<file path="config.mk">
export PLATFORM = sky130hd
export DESIGN_NAME = check_phrase_seq
export DESIGN_NICKNAME = d
export VERILOG_FILES = /design/src/rtl/check_phrase_seq.sv
export SDC_FILE = /design/constraint.sdc
export NUM_CORES = 1
export LEC_CHECK = 0
export CAP_MARGIN = 20
export CELL_PAD_IN_SITES_DETAIL_PLACEMENT = 1
export CELL_PAD_IN_SITES_GLOBAL_PLACEMENT = 2
export CORE_MARGIN = 2
export CORE_UTILIZATION = 35
export DETAILED_ROUTE_END_ITERATION = 8
export HOLD_SLACK_MARGIN = 0.1
export MAX_ROUTING_LAYER = met4
export PLACE_DENSITY = 0.66
export SYNTH_ARGS = -nofsm -noshare
export SYNTH_HDL_FRONTEND = slang
export SYNTH_SLANG_ARGS = --single-unit
</file>
<file path="constraint.sdc">
create_clock -name clk -period 10.25 [get_ports clk]
set_clock_uncertainty 0.2 [all_clocks]
set_input_delay 1.025 -clock clk [delete_from_list [all_inputs] [get_ports clk]]
set_output_delay 1.025 -clock clk [all_outputs]
set_load 0.005 [all_outputs]
</file>
<file path="src/rtl/check_phrase_seq.sv">
// check_phrase_seq: matches a stored phrase against two character streams and emits each matched character
// Ports:
//    clk, rst_n             - clock, asynchronous active-low reset
//    en                     - run enable; 0 selects idle and pattern-load mode
//    pat_we/pat_addr/pat_data - pattern RAM write port, accepted only in IDLE with en=0
//    pat_len                - active phrase length, latched on the rising edge of en
//    cap_flow/cap_valid     - uppercase character stream
//    low_flow/low_valid     - lowercase/other character stream
//    out_flow/out_valid     - registered emitted character and its one-cycle strobe
//    done, abort            - one-cycle pulses for phrase complete / stall timeout
//    match_cnt              - saturating count of completed phrases
// Define CHECK_PHRASE_SEQ_TIMEOUT_EN to enable the inter-character stall timeout.
module check_phrase_seq #(
   parameter int MAX_LEN = 16,
   parameter int CNT_W   = 16,
   parameter int TIMEOUT = 1024
) (
   input  logic                         clk,
   input  logic                         rst_n,
   input  logic                         en,
   input  logic                         pat_we,
   input  logic [$clog2(MAX_LEN)-1:0]   pat_addr,
   input  logic [7:0]                   pat_data,
   input  logic [$clog2(MAX_LEN+1)-1:0] pat_len,
   input  logic [7:0]                   cap_flow,
   input  logic                         cap_valid,
   input  logic [7:0]                   low_flow,
   input  logic                         low_valid,
   output logic [7:0]                   out_flow,
   output logic                         out_valid,
   output logic                         done,
   output logic                         abort,
   output logic [CNT_W-1:0]             match_cnt
);
   localparam int IW = $clog2(MAX_LEN);
   localparam int LW = $clog2(MAX_LEN+1);

   typedef enum logic [1:0] {IDLE, SCAN, DONE} state_t;

   state_t           state_q, state_d;
   logic [IW-1:0]    idx_q, idx_d;
   logic [LW-1:0]    len_q, len_d, eff_len;
   logic [7:0]       pat_q [MAX_LEN];
   logic [7:0]       pat_d [MAX_LEN];
   logic [7:0]       out_flow_q, out_flow_d, c;
   logic             out_valid_q, out_valid_d, done_q, done_d, en_q;
   logic             en_rise, hit, last;
   logic [CNT_W-1:0] cnt_q, cnt_d;

   assign c       = pat_q[idx_q];
   assign en_rise = en & ~en_q;
   // The length captured on this very edge must already gate the IDLE->SCAN decision
   assign eff_len = en_rise ? pat_len : len_q;
   // A space element always advances; letters pick their stream by case
   assign hit     = (c == 8'h20) ||
                    ((c >= 8'h41 && c <= 8'h5A) ? (cap_valid && cap_flow == c)
                                                : (low_valid && low_flow == c));
   assign last    = (LW'(idx_q) + LW'(1)) == len_q;

`ifdef CHECK_PHRASE_SEQ_TIMEOUT_EN
   localparam int TW = $clog2(TIMEOUT+1);
   logic [TW-1:0] tmo_q, tmo_d;
   logic          abort_q, abort_d;
   assign abort = abort_q;
`else
   assign abort = 1'b0;
`endif

   always_comb begin
      state_d     = state_q;
      idx_d       = idx_q;
      len_d       = en_rise ? pat_len : len_q;
      pat_d       = pat_q;
      out_flow_d  = out_flow_q;
      out_valid_d = 1'b0;
      done_d      = 1'b0;
      cnt_d       = cnt_q;
`ifdef CHECK_PHRASE_SEQ_TIMEOUT_EN
      tmo_d       = '0;
      abort_d     = 1'b0;
`endif
      case (state_q)
         IDLE: begin
            if (pat_we && !en) pat_d[pat_addr] = pat_data;
            if (en && eff_len != '0 && eff_len <= LW'(MAX_LEN)) begin
               state_d = SCAN;
               idx_d   = '0;
            end
         end
         SCAN: begin
            if (!en) begin
               state_d = IDLE;
               idx_d   = '0;
            end else if (hit) begin
               out_flow_d  = c;
               out_valid_d = 1'b1;
               idx_d       = last ? '0 : idx_q + IW'(1);
               state_d     = last ? DONE : SCAN;
            end
`ifdef CHECK_PHRASE_SEQ_TIMEOUT_EN
            // Counts consecutive stalled cycles once at least one character has matched
            else if (idx_q != '0) begin
               if (tmo_q == TW'(TIMEOUT-1)) begin
                  idx_d   = '0;
                  abort_d = 1'b1;
               end else begin
                  tmo_d = tmo_q + TW'(1);
               end
            end
`endif
         end
         DONE: begin
            out_flow_d  = 8'h21;
            out_valid_d = 1'b1;
            done_d      = 1'b1;
            cnt_d       = (cnt_q == '1) ? cnt_q : cnt_q + CNT_W'(1);
            idx_d       = '0;
            state_d     = en ? SCAN : IDLE;
         end
         default: state_d = IDLE;
      endcase
   end

   always_ff @(posedge clk or negedge rst_n) begin
      if (!rst_n) begin
         state_q     <= IDLE;
         idx_q       <= '0;
         len_q       <= '0;
         en_q        <= 1'b0;
         out_flow_q  <= 8'h20;
         out_valid_q <= 1'b0;
         done_q      <= 1'b0;
         cnt_q       <= '0;
         for (int i = 0; i < MAX_LEN; i++) pat_q[i] <= 8'h00;
`ifdef CHECK_PHRASE_SEQ_TIMEOUT_EN
         tmo_q       <= '0;
         abort_q     <= 1'b0;
`endif
      end else begin
         state_q     <= state_d;
         idx_q       <= idx_d;
         len_q       <= len_d;
         en_q        <= en;
         out_flow_q  <= out_flow_d;
         out_valid_q <= out_valid_d;
         done_q      <= done_d;
         cnt_q       <= cnt_d;
         pat_q       <= pat_d;
`ifdef CHECK_PHRASE_SEQ_TIMEOUT_EN
         tmo_q       <= tmo_d;
         abort_q     <= abort_d;
`endif
      end
   end

   assign out_flow  = out_flow_q;
   assign out_valid = out_valid_q;
   assign done      = done_q;
   assign match_cnt = cnt_q;
endmodule

</file>
==> impl_metrics.yaml, run 1 <==
timing:
  timing.final.ws_setup_ns: 5.99
  min_period_ns: 4.26
  finalCritPeriodShare: 0.416
  finalHoldViolCount: 0
  setup_violations: 0
  slew_violations: 0
  fmax_mhz: 235
  setup-tns-final_ns: 0
  rsz0062_at_grt: "false"
  relSlewSlack: 0.260
  tightest_slew_ns: 1.11
grt:
  grt_usage: 0.194
  grt_remaining_overflow: 0
  grt_pass1_wl_microns: 37100
  antenna_found_initial: 0
  grt_pass1_vias: 6262
  grt_max_degree: 117
floorplanning:
  io_pins: 66
  die_y_microns: 161
  die_width_microns: 161
  core_area_sq_um: 24200
  rows: 57
  start_util: 0.355
  die_area_sq_um: 25800
clock_network:
  cts_tree: "done"
  htree_levels: 4
  cts_buffer_depth: 2
  postCtsHoldBufs: 0
  cts_made_buffers: 17
  post_cts_buffers: 0
  cts_num_sinks: 166
  clkTransAtPathRegs_ns: 0.06
  cts_resized: 0
  insertion_delay_ns: 0.43
  cts-root-buf: "clkbuf_16"
drt:
  wl_per_cell_microns: 21.6
  vias: 5728
  via_per_inst: 5.33
  ant_nets: 0
  drc: 0
  wl_microns: 23200
  drt_iter0_markers: 266
  first_pass_iters: 6
worst_setup_path:
  r2r_cells: 10
  crit_path_end_kind: "flip-flop"
  reg2reg_from: "idx_q[1]"
  r2r_slack_ns: 5.99
  start_kind: "flip-flop"
  crit_arrival_ns: 4.36
  required_ns: 10.35
  r2r_end: "idx_q[0]"
  path_class: "flip-flop to flip-flop"
  path_max_fanout: 55
placed_design:
  port_buffers: 64
  routabilityCongestion: 0.797
  dp_slack_ns: 6.02
  hpwl_microns: 16500
yosys:
  synth_ff_type: "dfrtp_1"
  syn_area_per_cell_sq_um: 12.6
  synth_seq_cells: 166
  async_reset_ff_frac: 1.00
  seq_area_frac_synth: 0.484
  synth_edf_count: 0
  synth_area_leaders: "dfrtp_1, mux2_2, mux2i_1, mux4_1, xnor2_1"
  synth.net_count: 725
  synth_common_cells: "dfrtp_1, mux2_2, nand2_1, mux2i_1, xnor2_1"
  synth_top_area_frac: 0.481
  yosysTopAreaCell: "dfrtp_1"
  synth_area_sq_um: 8580
  synth_warnings: 0
  synth.distinct_cells: 68
  yosysMostFrequentCell: "dfrtp_1"
  syn-instance-count: 680
cells_and_area:
  syn2layout_area_growth_pct: 18.1
  drive_gt1_frac: 0.288
  n_antenna_cell: 0
  final_nets: 784
pwr:
  cellLeakagePower_uw: 0.00442
  total_power_uw: 2260
  ir_drop_mv: 0.0924
  p_per_area_nw_per_um2: 223
worst_hold_path:
  min_path_type: "input port to async pin"
status:
  status: "finished clean"
run:
  maxCapViolCount: 0
[layout by cell type, fill, tap and decap left out, drive strengths merged, types with 15 or more instances in the layout]
| cell | synthesis | routed |
|---|---|---|
| dfrtp | 165 | 165 |
| mux2 | 159 | 159 |
| clkdlybuf4s50 | 0 | 63 |
| nand2 | 45 | 45 |
| mux2i | 28 | 28 |
| xnor2 | 26 | 26 |
| nor2 | 25 | 25 |
| clkbuf | 17 | 19 |
| o21ai | 19 | 19 |
| inv | 11 | 16 |
| mux4 | 15 | 15 |
[state kept, by name (all words and copies together) (netlist names)]
register	flops
match_cnt	16
idx_q	4
len_q	5
state_q	2
out_valid	1
done	1
en_q	1
pat_q	128
out_flow	8
[per-stage QoR]
stage,hold WS (ns),utilization,cell area (sq um),std cells
3_3_place_gp,0.277,0.393,9510,1043
4_1_cts,0.304,0.418,10100,1074
5_1_grt,0.289,0.419,10100,1075
6_report,0.284,0.419,10100,1075
2_1_floorplan,0.271,-,8580,680
3_5_place_dp,0.290,0.393,9510,1043
[where the power goes]
part | internal, uW | total, uW | switching [uW]
combinational | 352 | 724 | 372
sequential | 806 | 884 | 77.3
clock | 375 | 653 | 278
[cells by family (layout without fill, tap and decap cells)]
group	after synthesis	count (layout)	share of synthesized area
AOI/OAI and AO/OA	81	81	0.0720
xor gates and xnor gates	39	39	0.0398
adders and majority gates	6	6	0.00875
buffers and inverters	41	112	0.0239
DFF	166	166	0.484
muxes	202	202	0.285
other	1	1	0.000437
and+or+nand+nor	144	144	0.0857
[critical path, stage by stage (launching register included)]
cell and delay (ns):
dfrtp_2 0.34, buf_4 0.66, mux2_2 0.41, o22ai_1 0.24, nor2_1 0.16, a2111oi_2 0.47
o21ai_1 0.18, a2111oi_4 0.46, mux2_4 0.39, o21ai_2 0.25, mux2_1 0.36
[layer usage]
| metal | share of wire | wire length (microns) | GRT usage | vias to the layer above |
|---|---|---|---|---|
| li1 | - | - | - | 2610 |
| met1 | 0.47 | 10900 | 0.255 | 3015 |
| met2 | 0.49 | 11400 | 0.319 | 88 |
| met3 | 0.030 | 706 | 0.0325 | 15 |
| met4 | 0.0082 | 191 | 0.0397 | 0 |
| met5 | 0 | 0 | - | - |
[final cells by class]
type / count / area [sq um]
Fill cell: 2518 / 14000
Multi-Input combinational cell: 473 / 4230
Sequential cell: 166 / 4160
Timing Repair Buffer: 70 / 707
Clock buffer: 19 / 453
Tap cell: 324 / 405
Clock inverter: 12 / 141
Inverter: 11 / 41.3
[how the worst max path moves through the flow]
stage / startpoint / endpoint / cells after the start
after floorplan: idx_q[1] / idx_q[0] / 12
after global placement: idx_q[1] / idx_q[1] / 10
after detailed placement: idx_q[1] / idx_q[0] / 10
after CTS: idx_q[1] / idx_q[0] / 10
after global routing: idx_q[1] / idx_q[1] / 10
final: idx_q[1] / idx_q[0] / 10
No activity file was read; power rests on OpenSTA's default activity.
==> run 2: changes to the inputs <==
- clock period: 10.25 -> 4 ns (I/O delays scaled with it)
==> run 2 against run 1 <==
  * Count of clock-buffer cells in the layout shrank 2
  * Sequential share of layout area shrank 0.64 points
  * Final cell count grew 2.2%
  * Core utilization grew 0.67 points
  * Critical path type unchanged
  * Critical endpoint unchanged
  * Largest power group unchanged
  * Highest routed layer unchanged
==> impl_metrics.yaml, run 2 (same netlist as run 1, synthesis figures left out) <==
floorplanning:
  start_util: 0.355
  die_width_microns: 161
  io_pins: 66
  die_area_sq_um: 25800
  die_y_microns: 161
  core_area_sq_um: 24200
  rows: 57
grt:
  grt_max_degree: 105
  antenna_found_initial: 0
  grt_usage: 0.202
  grt_pass1_vias: 6502
  grt_remaining_overflow: 0
  grt_pass1_wl_microns: 38500
cells_and_area:
  final_cell_mix: "dfrtp_1, mux2_2, clkdlybuf4s50_1"
  postLayoutCellArea_sq_um: 10300
  syn2layout_area_growth_pct: 19.9
  drive_gt1_frac: 0.310
  n_antenna_cell: 0
  final_nets: 807
  final_common_cell: "dfrtp_1"
  largest_reg_flops: 128
  fin_util: 0.426
  regMostFlops: "pat_q"
drt:
  wl_per_cell_microns: 21.9
  ant_nets: 0
  wl_microns: 24100
  first_pass_iters: 4
  drc: 0
  drt_iter0_markers: 269
  vias: 5831
  via_per_inst: 5.31
worst_setup_path:
  path_class: "flip-flop to flip-flop"
  r2r_slack_ns: 0.24
  required_ns: 4.10
  crit_chain: "buf_12 -> mux2_2 -> o22ai_1 -> nor2_1 -> a2111oi_2 -> o21ai_1 -> a2111oi_4 -> mux2_4 -> o21ai_2 -> mux2_1"
  path_max_fanout: 33
  crit_path_end_kind: "flip-flop"
  crit_arrival_ns: 3.86
  crit_slowest_cell: "a2111oi_2"
  critical_path.max_stage_delay_ns: 0.42
  start_kind: "flip-flop"
run:
  maxCapViolCount: 0
timing:
  finalCritPeriodShare: 0.940
  setup-tns-final_ns: 0
  rsz0062_at_grt: "false"
  setup_violations: 0
  tightest_slew_ns: 1.03
  fmax_mhz: 266
  min_period_ns: 3.76
  finalHoldViolCount: 0
  relSlewSlack: 0.316
  slew_violations: 0
clock_network:
  cts_num_sinks: 166
  cts_tree: "done"
  post_cts_buffers: 0
  cts_made_buffers: 17
  cts-root-buf: "clkbuf_16"
  insertion_delay_ns: 0.43
  clkTransAtPathRegs_ns: 0.07
  htree_levels: 4
  cts_buffer_depth: 2
placed_design:
  placed_area_sq_um: 9690
  routabilityCongestion: 0.799
  port_buffers: 64
  hpwl_microns: 17300
pwr:
  total_power_uw: 5840
  ir_drop_mv: 0.274
  cellLeakagePower_uw: 0.00453
  p_per_area_nw_per_um2: 568
worst_hold_path:
  min_path_type: "flip-flop to flip-flop"
status:
  status: "finished clean"
run 2: cell count changes in the layout (fill, tap and decap cells not counted), sizes merged:
cell         previous run  this run
dlygate4sd3             0         1
bufinv                  2         1
clkinv                  1         4
clkinvlp                4         2
buf                     7        29
inv                    16        19
clkbuf                 19        17
run 2: final cells by class:
cell class	count	area, sq um
fillers	2521	13900
multi-input cells	473	4230
flip-flops and latches	166	4160
repair buffers	93	875
clock buffers	17	425
well taps	324	405
clock inverters	15	161
inverters	11	41.3
run 2: per-layer routing:
metal,up-vias,GRT usage,wire (microns)
li1,2662,-,-
met1,3053,0.270,11600
met2,93,0.324,11600
met3,23,0.0307,676
met4,0,0.0483,233
met5,-,-,0
run 2: timing repair:
action,4_1_cts,5_1_grt
hold buffers,1,0
gates resized for setup,0,2
endpoints found under the setup margin,0,14
hold endpoints to repair,100,0
run 2: worst max-delay path: cells and delay by family (launching register included):
kind	cells	cell delay, ns
compound gates	5	1.51
buf+inv	1	0.23
flops	1	0.40
mux	3	1.12
simple gates	1	0.16
run 2: final timing paths:
kind                                    start            end  cells after the start
worst max-delay path                 idx_q[1]       idx_q[0]                     10
worst min register to register  match_cnt[11]  match_cnt[11]                      1
max in group asynchronous               rst_n   match_cnt[7]                      3
worst max register to register       idx_q[1]       idx_q[0]                     10
min in group asynchronous               rst_n    out_flow[1]                      2
worst min-delay path            match_cnt[11]  match_cnt[11]                      1
run 2: metrics by stage:
step / cells / setup WS (ns) / hold slack [ns]
2_1_floorplan: 680 / 0.622 / -0.0956
3_3_place_gp: 1066 / 0.266 / 0.277
3_5_place_dp: 1066 / 0.134 / 0.278
4_1_cts: 1099 / 0.104 / 0.292
5_1_grt: 1099 / 0.0356 / 0.303
6_report: 1099 / 0.241 / 0.285
run 2: where the power goes:
part | internal [uW] | total (uW) | switching [uW]
sequential | 2070 | 2280 | 218
combinational | 957 | 1910 | 949
clock | 886 | 1650 | 768
==> run 3: changes to the inputs <==
- ABC_AREA: default -> 0
==> results of run 3 <==
Final layout, timing and power as in run 2 (identical DEF).
